## config.mk

```make
export PLATFORM = sky130hd
export DESIGN_NAME = pipe_stage_skid
export DESIGN_NICKNAME = d
export VERILOG_FILES = /design/src/rtl/pipe_pkg.sv /design/src/rtl/sat_counter.sv /design/src/rtl/pipe_stage_skid.sv
export SDC_FILE = /design/constraint.sdc
export NUM_CORES = 1
export LEC_CHECK = 0
export BUFFER_PORTS_ARGS = -buffer_cell sky130_fd_sc_hd__buf_2
export CORE_UTILIZATION = 55
export DETAILED_ROUTE_END_ITERATION = 6
export PLACE_DENSITY = 0.86
export REMOVE_ABC_BUFFERS = 1
export SETUP_SLACK_MARGIN = 0.1
export SYNTH_ARGS = -nofsm -noshare
export SYNTH_HDL_FRONTEND = slang
export SYNTH_SLANG_ARGS = --single-unit
export TNS_END_PERCENT = 30
```

## constraint.sdc

```tcl
create_clock -name clk -period 7.1 [get_ports clk]
set_input_delay 1.065 -clock clk [delete_from_list [all_inputs] [get_ports clk]]
set_output_delay 1.065 -clock clk [all_outputs]
set_load 0.005 [all_outputs]
```

## src/rtl/pipe_pkg.sv

```systemverilog
// Shared types and constants for the elastic pipeline-stage registers.
`timescale 1ns/1ps
package pipe_pkg;

   localparam int XLEN   = 32;
   localparam int IFID_W = 96;

   // addi x0,x0,0
   localparam logic [31:0] RV_NOP = 32'h00000013;

   // Encoding mirrors {m_valid, s_valid}.
   typedef enum logic [1:0] {
      EMPTY = 2'b00,
      ONE   = 2'b10,
      FULL  = 2'b11
   } pipe_state_e;

endpackage

```

## src/rtl/sat_counter.sv

```systemverilog
// Saturating up-counter with asynchronous active-high reset.
`timescale 1ns/1ps
module sat_counter #(
   parameter int CNT_W = 16
) (
   input  logic             clk,
   input  logic             reset,
   input  logic             inc,
   output logic [CNT_W-1:0] count
);

   always_ff @(posedge clk or posedge reset) begin
      if (reset) begin
         count <= '0;
      end else if (inc && (count != {CNT_W{1'b1}})) begin
         count <= count + 1'b1;
      end
   end

endmodule

```

## src/rtl/pipe_stage_skid.sv

```systemverilog
// Elastic pipeline-stage register with a 2-entry skid buffer, stall and flush.
// Optional event counters are built when PIPE_STAGE_CNT_EN is defined.
//
// state | meaning
// EMPTY | no valid entry; in_ready=1
// ONE   | main entry valid, skid empty; in_ready=1
// FULL  | main and skid valid; skid holds the younger item; in_ready=0
`timescale 1ns/1ps
module pipe_stage_skid
   import pipe_pkg::*;
#(
   parameter int                DATA_W     = IFID_W,
   parameter logic [DATA_W-1:0] BUBBLE_VAL = DATA_W'(RV_NOP),
   parameter int                CNT_W      = 16
) (
   input  logic              clk,
   input  logic              reset,
   input  logic              in_valid,
   output logic              in_ready,
   input  logic [DATA_W-1:0] in_data,
   output logic              out_valid,
   input  logic              out_ready,
   output logic [DATA_W-1:0] out_data,
   input  logic              stall,
   input  logic              flush
`ifdef PIPE_STAGE_CNT_EN
   ,
   output logic [CNT_W-1:0]  stall_cnt,
   output logic [CNT_W-1:0]  flush_cnt
`endif
);

   pipe_state_e       state;
   logic              m_valid;
   logic              s_valid;
   logic [DATA_W-1:0] m_data;
   logic [DATA_W-1:0] s_data;

   logic accept;
   logic drain;

   assign accept    = in_valid & in_ready;
   assign drain     = m_valid & out_ready & ~stall;
   assign out_valid = m_valid;
   assign out_data  = m_data;

   // in_ready is its own flop (always equal to ~s_valid) so it has no
   // combinational dependence on out_ready or stall.
   always_ff @(posedge clk or posedge reset) begin
      if (reset) begin
         state    <= EMPTY;
         m_valid  <= 1'b0;
         s_valid  <= 1'b0;
         in_ready <= 1'b1;
         m_data   <= BUBBLE_VAL;
         s_data   <= BUBBLE_VAL;
      end else if (flush) begin
         state    <= EMPTY;
         m_valid  <= 1'b0;
         s_valid  <= 1'b0;
         in_ready <= 1'b1;
         m_data   <= BUBBLE_VAL;
         s_data   <= BUBBLE_VAL;
      end else begin
         case (state)
            EMPTY: begin
               if (accept) begin
                  state   <= ONE;
                  m_valid <= 1'b1;
                  m_data  <= in_data;
               end
            end
            ONE: begin
               if (accept && drain) begin
                  m_data <= in_data;
               end else if (accept) begin
                  state    <= FULL;
                  s_valid  <= 1'b1;
                  in_ready <= 1'b0;
                  s_data   <= in_data;
               end else if (drain) begin
                  state   <= EMPTY;
                  m_valid <= 1'b0;
               end
            end
            FULL: begin
               if (drain) begin
                  state    <= ONE;
                  s_valid  <= 1'b0;
                  in_ready <= 1'b1;
                  m_data   <= s_data;
               end
            end
            default: begin
               state    <= EMPTY;
               m_valid  <= 1'b0;
               s_valid  <= 1'b0;
               in_ready <= 1'b1;
            end
         endcase
      end
   end

`ifdef PIPE_STAGE_CNT_EN
   logic stall_inc;

   // Counts cycles where a valid entry is presented but not taken.
   assign stall_inc = m_valid & ~(out_ready & ~stall);

   sat_counter #(.CNT_W(CNT_W)) u_stall_cnt (
      .clk   (clk),
      .reset (reset),
      .inc   (stall_inc),
      .count (stall_cnt)
   );

   sat_counter #(.CNT_W(CNT_W)) u_flush_cnt (
      .clk   (clk),
      .reset (reset),
      .inc   (flush),
      .count (flush_cnt)
   );
`endif

endmodule

```

; Yosys cells after proc, flatten, opt, wreduce, memory -nomap -nowiden
; Index checks and enable logic that the tools add are counted.
[classes]
n_eq_ne = 13
muxes = 26
bitwise_logic = 4
n_reduce_logical = 10
[ops]
columns = cell, n
row1 = 96-bit 2-to-1 mux, 7
row2 = 96-bit one-hot mux with 3 select lines, 1
row3 = "3-bit != test, second input constant", 7
row4 = 2-bit 2-to-1 mux, 6
row5 = 4-bit AND reduction, 3
row6 = 1-bit 2-to-1 mux, 9
row7 = "2-bit != test, second input constant", 3
row8 = 1-bit one-hot mux with 3 select lines, 2
row9 = 2-bit one-hot mux with 3 select lines, 1
row10 = 5-bit AND reduction, 1
row11 = "2-bit equality test, second input constant", 2
row12 = "4-bit != test, second input constant", 1
row13 = 2-bit nonzero test, 2
row14 = 4-bit nonzero test, 1
row15 = 1-bit bitwise AND, 3
row16 = 3-bit AND reduction, 1
row17 = 2-bit zero test, 1
row18 = 1-bit logical AND, 1
row19 = 1-bit NOT, 1
[totals]
regBits = 196

; Longest topological paths before layout
[logic_depth]
depth_word = 7
depth_mapped = 10

; Least setup slack after synthesis
; No wires, ideal clock.
[synth_timing]
path_kind = in2reg
start = in stall
end = reg m_data[10], in the netlist out_data[10]
setup_ns = 0.125
arrival_time_ns = 2.232
setup_slack_ns = 4.743
path_stages = 5
path_buffers = 2
cell_sequence = nand3b_1 > o21ai_2 > buf_6 > buf_6 > mux2_4
[synth_between]
elab_chain_len = 5
elab_cells_between_ends = 6
[synth_lines]
columns = item, line
row1 = start: declaration, pipe_stage_skid.sv:24  ; input logic stall,
row2 = 1-bit NOT (*), pipe_stage_skid.sv:43  ; assign drain = m_valid & out_ready & ~stall;
row3 = 1-bit bitwise AND (*), pipe_stage_skid.sv:43
row4 = 1-bit logical AND, pipe_stage_skid.sv:74  ; if (accept && drain) begin
row5 = 3-bit != test (no source line), -
row6 = 4-bit AND reduction (no source line) (*), -
row7 = end signal: assignment, pipe_stage_skid.sv:70  ; m_data <= in_data;
row8 = end signal: assignment, pipe_stage_skid.sv:75  ; m_data <= in_data;
row9 = end signal: assignment, pipe_stage_skid.sv:91  ; m_data <= s_data;
row10 = end: declaration, pipe_stage_skid.sv:36  ; logic [DATA_W-1:0] m_data;
; Every way passes the cells marked *; elsewhere a longest branch is shown, timed or not.
; A chain may end at the register's enable or synchronous reset.

; Worst setup path in the final report
[layout_timing]
start = reg state[1]
end = reg m_data[27], in the netlist out_data[27]
[layout_between]
elab_chain_len = 3
elab_cells_between_ends = 10
[layout_lines]
columns = item, line
row1 = start: declaration, pipe_stage_skid.sv:33  ; pipe_state_e state;
row2 = start signal: assignment, pipe_stage_skid.sv:51  ; state <= EMPTY;
row3 = start signal: assignment, pipe_stage_skid.sv:58  ; state <= EMPTY;
row4 = start signal: assignment, pipe_stage_skid.sv:68  ; state <= ONE;
row5 = 2-bit equality test or 2-bit zero test (tied branches), pipe_stage_skid.sv:65  ; case (state)
row6 = 3-bit != test (no source line) (tied with other cells), -
row7 = 4-bit AND reduction (no source line) or 96-bit 2-to-1 mux (tied branches), -
; Several ways; a longest one is shown, not always the timed one.

==> impl_metrics.toml <==
[logic_synthesis]
synthArstFlopShare = 1.00
synth_top_area_frac = 0.511
yosys-top-cells-count = "192 x nand2_1, 189 x dfrtp_1, 97 x nor2_1"
synthTopCellsByArea = "dfrtp_1 51%, mux2i_1 10%, nand2_1 7.8%"
synth_cells = 873
yosysMostFrequentCell = "nand2_1"
synth_seq_cells = 196
synth-edff-count = 0
ys_warn_count = 0
syn_area_um2 = 9260
ys_seq_area_frac = 0.531
synth-main-ff-cell = "dfrtp_1"
avgSynthCellArea_um2 = 10.6
ys_types = 31
synth_area_leader_cell = "dfrtp_1"

[final_layout]
filler_cell_count = 1284
instances_no_fill = 1264
post-route-util = 0.660
synthToLayoutAreaGrowth_pct = 17.8
nets = 1137
layout-drive-gt1-share = 0.331

[floorplanning]
placementRows = 47
coreArea_um2 = 16500
dieArea_um2 = 17400
die_x_um = 132
initial_core_util = 0.560
io_pins = 200
die_y_um = 132

[pwr]
power.leakage_nw = 5.16
ir_worst_vdd_uv = 175
power_mw = 3.26
powerDensity_nw_per_um2 = 299

[setup_path]
ff2ff_path_depth = 5
slowest_delay_ps = 940
worstPathRequired_ps = 7410
setup.worst_path.end_class = "register"
critPathLaunch = "state[1]"
critPathKind = "reg2reg"
path_cells = "ha_4 -> o22ai_1 -> o21ai_4 -> buf_4 -> mux2_2"
cp-start-kind = "register"
crit_end = "out_data[27]"
cp_slowest_cell = "o21ai_4"
ff2ff_setup_slack_ps = 3430
worst-path-max-fanout = 52
r2r-end = "out_data[27]"
regToRegStartpoint = "state[1]"
arrival_ps = 3980

[global_routing]
grt_pass1_wl_um = 33600
grtUsageTotal = 0.241
grt_max_degree = 117
antenna_found_initial = 1
grt_pass1_vias = 6745
gr-total-overflow = 0

[run_status]
status = "completed"

[clocking]
ctsLongestPathBuffers = 2
cts_setup_buffers = 0
tritoncts = "yes"
h-tree-depth = 4
clk_pin_slew_worst_paths_ps = 70
clkSinkCount = 196
cts_hold_buf = 0
cts_made_buffers = 17
clk_latency_ps = 430
root_buffer = "clkbuf_16"
postCtsResizedCells = 0

[min_path]
whs_path_depth = 2
worstHoldPathType = "reg2reg"

[drt]
drtPass1Iterations = 4
postRouteAntennaNets = 0
viasPerCell = 5.40
first_iter_violations = 360
vias = 6821
routed_wl_um = 20400
drc = 0
routedWlPerCell_um = 16.2

[placement]
globalplace.congestion = 0.738
port_buffers = 199
hpwl_um = 12500
dp_cells = 1232

[sta]
fin_crit_ps = 3670
fin_crit_sh = 0.516
finalHoldViolCount = 0
setup_viol = 0
drv_slew = 0
fmax_ghz = 0.273
worstMarginPinSlew_ps = 1200
relSlewSlack = 0.198
rsz0062_at_grt = "no"
finClkSkew_ps = 10.0

[job]
drv_cap = 0
==> cells in the final DEF (no fill, tap or decap), types with 7 or more instances in the layout <==
cell and count:
nor2_1 97, mux2_4 40, a21oi_1 94, buf_4 7, mux2i_1 94, nand2_1 192
dfstp_2 7, clkbuf_16 17, dfrtp_1 189, mux2_2 56, buf_2 198
==> worst min path at each step <==
stage | endpoint | from
6_report | s_data[0] | s_data[0]
5_1_grt | out_data[89] | out_data[89]
4_1_cts | s_data[1] | s_data[1]
3_5_place_dp | s_data[4] | s_data[4]
3_3_place_gp | s_data[0] | s_data[0]
2_1_floorplan | s_data[0] | s_data[0]
==> critical path: cells and delay by family (launching register included) <==
family	cells	cell delay [ps]
AO/OA/AOI/OAI	2	1210
multiplexers	1	410
buffers and inverters	1	690
flip-flops	1	430
adder cells (fa/ha/maj)	1	780
==> stage by stage <==
stage	worst slack (ps)	hold WS [ps]	area [um^2]	TNS, ps
floorplan	-830	469	8920	-77740
global placement	3310	478	10300	0
detailed placement	3220	487	10300	0
CTS	3380	499	10900	0
global route	3190	520	10900	0
finish	3430	498	10900	0
==> cell families after synthesis <==
family                   share of synthesized area
AO/OA/AOI/OAI                               0.0614
XOR/XNOR                                  0.000947
adder cells (fa/ha/maj)                    0.00541
buffers and inverters                       0.0373
flip-flops                                   0.531
multiplexers                                 0.236
AND/OR/NAND/NOR                              0.128
==> power breakdown <==
group	switching (mW)	total [mW]	internal, mW
Sequential	0.113	1.43	1.31
Combinational	0.442	0.832	0.390
Clock	0.424	0.998	0.575
Total	0.979	3.26	2.28
==> sequential cells by signal, indices dropped and copies added, names as in the netlist <==
register	flops
out_data	96
out_valid	1
s_data	96
in_ready	1
state	2
==> routing by layer <==
metal | global-route usage | part of all wire | vias to the layer above
met5 | 0 | 0 | -
met3 | 0.0502 | 0.052 | 19
met1 | 0.330 | 0.45 | 3379
met2 | 0.389 | 0.48 | 192
li1 | - | - | 3231
met4 | 0.0736 | 0.014 | 0
==> area by class of cell <==
| type | count | area, um^2 | area share |
|---|---|---|---|
| well taps | 220 | 275 | 0.0252 |
| inverters | 3 | 18.8 | 0.00172 |
| repair buffers | 206 | 1050 | 0.0967 |
| flip-flops and latches | 196 | 4910 | 0.450 |
| diodes | 1 | 2.50 | 0.000229 |
| clock inverters | 11 | 149 | 0.0137 |
| clock buffers | 20 | 457 | 0.0419 |
| multi-input cells | 607 | 4040 | 0.370 |
Power figures use the tool's default switching activity.
